File: src/rtl/dmem_responder.sv
// Handshaked data-memory responder: accepts one 64-bit load/store at a time, waits
// LATENCY cycles, accesses a doubleword array and holds the response until consumed.
module dmem_responder #(
  parameter int DEPTH   = 64,
  parameter int LATENCY = 2
) (
  input  logic        CLK,
  input  logic        resetl,
  input  logic        req_valid,
  output logic        req_ready,
  input  logic        req_write,
  input  logic [63:0] req_addr,
  input  logic [63:0] req_wdata,
  output logic        rsp_valid,
  input  logic        rsp_ready,
  output logic [63:0] rsp_rdata,
  output logic        rsp_err
);

  localparam int IW = (DEPTH > 1) ? $clog2(DEPTH) : 1;

  typedef enum logic [1:0] {IDLE, BUSY, RESP} state_t;

  state_t      state_q;
  logic [3:0]  cnt_q;
  logic        write_q;
  logic [63:0] addr_q;
  logic [63:0] wdata_q;
  logic [63:0] rdata_q;
  logic        err_q;

  logic [63:0] mem [DEPTH];

  logic          addr_err;
  logic [IW-1:0] idx;
  logic          access;
  logic          mem_we;

  // Range check uses all 61 index bits so huge addresses never alias low words.
  assign addr_err = (addr_q[2:0] != 3'b000) || (addr_q[63:3] >= 61'(DEPTH));
  assign idx      = addr_q[3 +: IW];
  assign access   = (state_q == BUSY) && (cnt_q == 4'd0);
  assign mem_we   = access && write_q && !addr_err;

  // Array has no reset so it maps onto block RAM and survives resetl.
  always_ff @(posedge CLK) begin
    if (mem_we) begin
      mem[idx] <= wdata_q;
    end
  end

  always_ff @(posedge CLK or negedge resetl) begin
    if (!resetl) begin
      state_q <= IDLE;
      cnt_q   <= 4'd0;
      write_q <= 1'b0;
      addr_q  <= 64'd0;
      wdata_q <= 64'd0;
      rdata_q <= 64'd0;
      err_q   <= 1'b0;
    end else begin
      case (state_q)
        IDLE: begin
          if (req_valid) begin
            write_q <= req_write;
            addr_q  <= req_addr;
            wdata_q <= req_wdata;
            cnt_q   <= 4'(LATENCY - 1);
            state_q <= BUSY;
          end
        end
        BUSY: begin
          if (cnt_q != 4'd0) begin
            cnt_q <= cnt_q - 4'd1;
          end else begin
            err_q   <= addr_err;
            rdata_q <= (!addr_err && !write_q) ? mem[idx] : 64'd0;
            state_q <= RESP;
          end
        end
        RESP: begin
          if (rsp_ready) begin
            state_q <= IDLE;
          end
        end
        default: state_q <= IDLE;
      endcase
    end
  end

  assign req_ready = (state_q == IDLE);
  assign rsp_valid = (state_q == RESP);
  assign rsp_rdata = rdata_q;
  assign rsp_err   = err_q;

endmodule

File: config.mk
export PLATFORM = sky130hd
export DESIGN_NAME = dmem_responder
export DESIGN_NICKNAME = d
export VERILOG_FILES = /design/src/rtl/dmem_responder.sv
export SDC_FILE = /design/constraint.sdc
export NUM_CORES = 2
export LEC_CHECK = 0
export BUFFER_PORTS_ARGS = -buffer_cell sky130_fd_sc_hd__buf_2
export CELL_PAD_IN_SITES_DETAIL_PLACEMENT = 0
export CELL_PAD_IN_SITES_GLOBAL_PLACEMENT = 2
export CORE_MARGIN = 5
export CORE_UTILIZATION = 44
export DETAILED_ROUTE_END_ITERATION = 6
export PLACE_DENSITY = 0.86
export SLEW_MARGIN = 20
export SYNTH_ARGS = -nofsm -noshare
export SYNTH_HDL_FRONTEND = slang
export SYNTH_SLANG_ARGS = --single-unit
File: constraint.sdc
create_clock -name CLK -period 5.28 [get_ports CLK]
set_input_delay 1.056 -clock CLK [delete_from_list [all_inputs] [get_ports CLK]]
set_output_delay 1.056 -clock CLK [all_outputs]
set_load 0.005 [all_outputs]
; Word-level counts from Yosys, hierarchy flattened
; Memory sizes are Yosys's and may differ from the RTL's.
; Index checks and enable logic that the tools add are counted.
[classes]
n_reduce_logical = 16
order_cmp = 1
eq_ne = 6
add_sub_neg = 1
bitwise = 1
muxes = 10
[op_table]
columns = operator, count
row1 = 64-bit 2-to-1 mux, 1
row2 = 61-bit by 7-bit >= comparator with 1-bit output (second input constant), 1
row3 = 4-bit 2-to-1 mux, 2
row4 = 4-bit one-hot mux with 2 select lines, 1
row5 = 2-bit 2-to-1 mux, 3
row6 = 2-bit one-hot mux with 3 select lines, 1
row7 = 3-bit AND reduction, 2
row8 = 1-bit logical AND, 4
row9 = 4-bit logical NOT, 1
row10 = 2-bit by 1-bit != test with 1-bit output (second input constant), 2
row11 = 2-bit != test (second input constant), 2
row12 = 2-bit AND reduction, 2
row13 = 4-bit nonzero test, 1
row14 = 4-bit by 1-bit subtractor with 4-bit output (second input constant), 1
row15 = 3-bit nonzero test, 1
row16 = 2-bit by 1-bit == test with 1-bit output (second input constant), 1
row17 = 2-bit == test (second input constant), 1
row18 = 1-bit logical NOT, 2
row19 = 2-bit logical NOT, 1
row20 = 1-bit 2-to-1 mux, 2
row21 = 2-bit nonzero test, 1
row22 = 1-bit logical OR, 1
row23 = 1-bit NOT, 1
[word_totals]
in_bits = 133
ram_bits = 4096
wordCells = 43
reg_bits = 200
n_memories = 1
[mem_list]
columns = name, depth, width, read_ports, rd_ports_with_merged_regs, write_ports, line
row1 = mem, 64, 64, 1, 0, 1, 32  ; logic [63:0] mem [DEPTH];

; Logic depth before layout (Yosys ltp)
[depth]
word_depth = 6
depth_mapped = 10

; Worst setup path before layout
; No wires, ideal clock.
[synth_timing]
kind = register to register
from = register cnt_q[0]
to = memory mem[44][0], enable pin
slack_ps = 350
path_buffers = 1
arrival_time_ps = 4443
setup_ps = 487
required_time_ps = 4793
period_less_slack_ps = 4930
stages_incl_launch_ff = 9
path_cell_list = dfrtp_1 inv_1 ha_1 nor3b_1 and2_1 and4_1 clkbuf_1 nand4_1 nor2_1
[synth_via]
elab_chain_len = 6
[synth_rtl]
columns = element, line
row1 = start: declaration, 25  ; logic [3:0] cnt_q;
row2 = start signal: assignment, 68  ; cnt_q <= 4'(LATENCY - 1);
row3 = start signal: assignment, 74  ; cnt_q <= cnt_q - 4'd1;
row4 = 4-bit logical NOT, 42  ; assign access = (state_q == BUSY) && (cnt_q == 4'd0);
row5 = 1-bit logical AND, 42
row6 = 1-bit logical AND (2 in a row), 43  ; assign mem_we = access && write_q && !addr_err;
row7 = 1-bit 2-to-1 mux, 47  ; if (mem_we) begin
row8 = 1-bit 2-to-1 mux (implied by the code), 48  ; mem[idx] <= wdata_q;
row9 = end: declaration, 32
; No other way between the ends.

; Worst setup path in the final report
[layout_timing]
from = register addr_q[1]
to = memory mem[36][48], enable pin
[layout_via]
elab_chain_len = 6
[layout_rtl]
columns = element, line
row1 = start: declaration, 27  ; logic [63:0] addr_q;
row2 = start signal: assignment, 66  ; addr_q <= req_addr;
row3 = 3-bit nonzero test, 40  ; assign addr_err = (addr_q[2:0] != 3'b000) || (addr_q[63:3] >= 61'(DEPTH));
row4 = 1-bit logical OR, 40
row5 = 1-bit logical NOT, 43
row6 = 1-bit logical AND, 43
row7 = 1-bit 2-to-1 mux, 47
row8 = 1-bit 2-to-1 mux (implied by the code), 48
; No other way between the ends.

==> tab_implementation.tex <==
\begin{tabular}{lr}
\hline
Metric & Value \\
\hline
\multicolumn{2}{l}{\textbf{STA}} \\
\quad Shortest clock period the worst path allows after layout & between 4 and 5 ns \\
\quad Share of the clock period used by the worst path & between 70\% and 80\% \\
\quad Setup violations, final & 0 \\
\quad Unrepaired setup endpoints after global routing & no \\
\quad Largest clock skew in the final design & between 0.07 and 0.08 ns \\
\quad Fmax achieved & between 200 and 250 MHz \\
\quad Worst max-slew margin expressed relative to the limit & between 10\% and 20\% \\
\quad Setup tns final & 0 ns \\
\quad Final slew viol count & 0 \\
\quad Post-route setup slack & approximately 1.1 ns \\
\quad Total count of hold-check failures in the final report & 0 \\
\quad Tightest Pin Transition & around 1.2 ns \\
\multicolumn{2}{l}{\textbf{Placement}} \\
\quad Final HPWL from detailed placement & between 200 and 300 mm \\
\quad Worst setup slack before clock tree synthesis & between 1 and 1.5 ns \\
\quad Count of port buffers added during placement & between 150 and 200 \\
\quad Final weighted congestion in routability-driven placement & 0.847 \\
\multicolumn{2}{l}{\textbf{Floorplanning}} \\
\quad Vertical die dimension & between 600 and 700 um \\
\quad Starting Density & 44.1\% \\
\quad Die boundary width & a little over 600 um \\
\quad Io pins & 200 \\
\quad Row Count & approximately 220 \\
\quad Area of the die & $\sim$380,000 sq um \\
\quad Area of the placeable core & 365,000 sq um \\
\multicolumn{2}{l}{\textbf{Clocking}} \\
\quad Total of cells resized after clock tree synthesis & 0 \\
\quad Cts bufs inserted & 422 \\
\quad Clk\_lat worst skew & 1.00 ns \\
\quad CTS sink count & 4,296 \\
\quad Clock-pin transition on the worst setup and hold timing paths & 0.06 ns \\
\quad Post-CTS repair timing setup buffer count & 0 \\
\quad Hold\_buf cts & 0 \\
\quad Clock root buffer & sky130\_fd\_sc\_hd\_\_clkbuf\_16 \\
\quad Max H-tree Level & 5 \\
\quad Maximum clock insertion buffer count & 4 \\
\quad TritonCTS clock tree & yes \\
\multicolumn{2}{l}{\textbf{Layout}} \\
\quad Most common cell after layout, fill and taps aside & sky130\_fd\_sc\_hd\_\_edfxtp\_1 \\
\quad Commonest cells after routing, fill and taps aside & sky130\_fd\_sc\_hd\_\_edfxtp\_1 (4,096), sky130\_fd\_sc\_hd\_\_mux2i\_1 (984), sky130\_fd\_sc\_hd\_\_o221ai\_1 (845) \\
\quad Final net count & approximately 9k \\
\quad Fraction of layout instances using a drive strength above 1 & about 16\% \\
\quad Layout overhead on the synthesized area & 14.6\% \\
\multicolumn{2}{l}{\textbf{Setup path}} \\
\quad Critical path startpoint category & register \\
\quad Required time worst endpoint & roughly 5.9 ns \\
\quad Critical Path Sink Type & register \\
\quad Classification of the worst setup path & register to register \\
\quad Signal arrival time at the worst endpoint & approximately 4.9 ns \\
\quad Worst-path maximum fanout & 20 \\
\multicolumn{2}{l}{\textbf{Yosys}} \\
\quad Post-synthesis xor/xnor area fraction & less than 1\% \\
\quad Post-Synth Simple-Gate Area & 0.865\% \\
\quad Async S/R FF share, synth & $\sim$4.7\% \\
\quad Dominant synthesized flop cell & sky130\_fd\_sc\_hd\_\_edfxtp\_1 \\
\quad Avg Cell Area, Syn & 19.0 sq um \\
\quad Post-synthesis mux area share & roughly 7.5\% \\
\quad Count of different cell masters after synthesis & 58 \\
\quad Number of flops mapped to enable cells by yosys & between 4k and 5k \\
\quad Yosys warning count & 0 \\
\quad Register bit total from synthesis & roughly 4.3k \\
\quad Register area share after synthesis & around four fifths \\
\quad Gate count of the mapped netlist & $\sim$8.5k \\
\quad Dominant combinational cell family by area after synthesis & compound AO/OA/AOI/OAI gates \\
\quad Arithmetic-cell share of the synthesized area counting full adders, half adders and majority gates & 0.0156\% \\
\quad Fraction of the mapped netlist area in compound gates & 10.2\% \\
\quad Syn nets & approximately 8.6k \\
\quad Post-synth design cell area & 161,000 sq um \\
\multicolumn{2}{l}{\textbf{Detailed routing}} \\
\quad Wire length per cell & 34.1 um \\
\quad Post-DR vias/cell & $\sim$6.6 \\
\quad Number of DRC violations after detailed routing & 26 \\
\quad Number of iterations in the first detailed-routing pass & 7 \\
\quad Wire length after detailed routing & $\sim$480 mm \\
\quad Violation count after the first detailed-route iteration & between 10k and 15k \\
\quad Remaining antenna violation count after routing & 0 \\
\quad Total vias in the final route & between 90k and 100k \\
\multicolumn{2}{l}{\textbf{Power and ir drop}} \\
\quad Pwr/cell area & between 500 and 600 nW/um\^{}2 \\
\quad IR Drop Worst-Case VDD & approximately 0.00046 V \\
\quad Leakage power of the design & between 50 and 60 nW \\
\multicolumn{2}{l}{\textbf{Run status}} \\
\quad Failing checks & design-rule violations \\
\quad Outcome & complete, but fails checks \\
\multicolumn{2}{l}{\textbf{Global routing}} \\
\quad Global-route wire length before repair & 675 mm \\
\quad Largest net degree at the start of global routing & 112 \\
\quad Total congestion overflow after global routing & 0 \\
\quad Combined global-route utilization of all metal layers & between 20 and 25\% \\
\quad Number of global-route vias before repair & around 91k \\
\quad Antenna violations before repair & 21 \\
\multicolumn{2}{l}{\textbf{Hold path}} \\
\quad Hold Path Class & input pin to asynchronous set/reset pin \\
\multicolumn{2}{l}{\textbf{Flow run}} \\
\quad Max-Cap Viols & 0 \\
\hline
\end{tabular}
## path summary, 6_finish.rpt
path / from / cells after the start / slack [ns] / endpoint
setup / recovery: addr_q[1] / 7 / 1.06 / mem[36][48]
hold / removal: resetl / 1 / 0.05 / rsp_rdata[6]
setup reg to reg: addr_q[1] / 7 / 1.06 / mem[36][48]
hold reg to reg: wdata_q[5] / 1 / 0.51 / wdata_q[5]
max in group asynchronous: resetl / 2 / 4.10 / rsp_rdata[48]
min in group CLK: rsp_ready / 2 / 0.26 / state_q[1]
## Yosys cell counts (all sizes together), types with 3 or more instances
| cell type | n | area (sq um) |
|---|---|---|
| o221ai | 845 | 7400 |
| edfxtp | 4096 | 123000 |
| a21oi | 133 | 666 |
| a211oi | 8 | 60.1 |
| o22ai | 327 | 2050 |
| inv | 6 | 22.5 |
| and2 | 4 | 25.0 |
| o22a | 4 | 35.0 |
| nor2b | 12 | 75.1 |
| nor4 | 20 | 125 |
| a221o | 5 | 50.1 |
| mux2 | 141 | 1590 |
| clkbuf | 328 | 1230 |
| a221oi | 17 | 149 |
| nand4 | 5 | 31.3 |
| nor3 | 62 | 310 |
| nor2 | 140 | 526 |
| o21ai | 149 | 746 |
| buf | 318 | 1730 |
| dfrtp | 200 | 5000 |
| mux4 | 27 | 608 |
| a222oi | 353 | 3530 |
| nand2 | 38 | 148 |
| o211ai | 3 | 22.5 |
| nand2b | 6 | 37.5 |
| mux2i | 984 | 9850 |
| nand3 | 10 | 50.1 |
| or2 | 3 | 18.8 |
| a32o | 58 | 581 |
| a22oi | 121 | 908 |
| a22o | 7 | 61.3 |
## through the flow
step	area (sq um)	util [%]	hold WS (ns)	instances	power, W
after floorplan	161000	-	0.473	8455	0.0625
after global placement	170000	46.7	0.490	13300	0.0743
after detailed placement	170000	46.7	0.497	13300	0.0751
after CTS	184000	50.5	0.0153	14000	0.105
after global routing	184000	50.5	0.0460	14000	0.108
final	184000	50.5	0.0452	14100	0.105
## metal layers
layer | vias up | wire [um] | part of all wire, % | GRT usage, %
li1 | 37200 | - | - | -
met1 | 47300 | 175000 | 37 | 33.2
met2 | 6569 | 217000 | 45 | 37.7
met3 | 1107 | 61500 | 13 | 6.44
met4 | 16 | 24200 | 5.1 | 10.4
met5 | - | 210 | 0.044 | 0.227
## kinds of logic after synthesis
kind of cell             Yosys count
buffers and inverters            654
multiplexers                    1152
AO/OA/AOI/OAI                   2043
XOR/XNOR                           2
flip-flops                      4296
AND/OR/NAND/NOR                  306
adder cells (fa/ha/maj)            2
## area by class of cell
class                   instances  area [sq um]
flip-flops and latches       4296        128000
clock inverters               233          2440
inverters                       8          46.3
well taps                    4816          6030
diodes                          7          17.5
repair buffers                639          5900
clock buffers                 547         11400
multi-input cells            3505         30500
fillers                     28700        181000
## power by group
group / internal (W) / switching (W) / total (W)
logic: 0.00948 / 0.0220 / 0.0315
registers: 0.0428 / 0.000492 / 0.0433
clock network: 0.0172 / 0.0128 / 0.0300
total: 0.0695 / 0.0352 / 0.105
## flip-flops by register name (all words and copies together), names as in the netlist
name / count
wdata_q: 64
rsp_err: 1
write_q: 1
addr_q: 64
cnt_q: 4
rsp_rdata: 64
mem: 4096
state_q: 2
## critical path, cell delays in order (launching register included)
cell and delay, ns:
sky130_fd_sc_hd__dfrtp_1 0.40, sky130_fd_sc_hd__nor4_1 0.40, sky130_fd_sc_hd__nand4_1 0.20, sky130_fd_sc_hd__nor2_1 0.33
sky130_fd_sc_hd__and4_1 0.68, sky130_fd_sc_hd__nand2b_1 0.62, sky130_fd_sc_hd__nor2_4 0.86, sky130_fd_sc_hd__buf_4 0.40
Power figures use the tool's default switching activity.
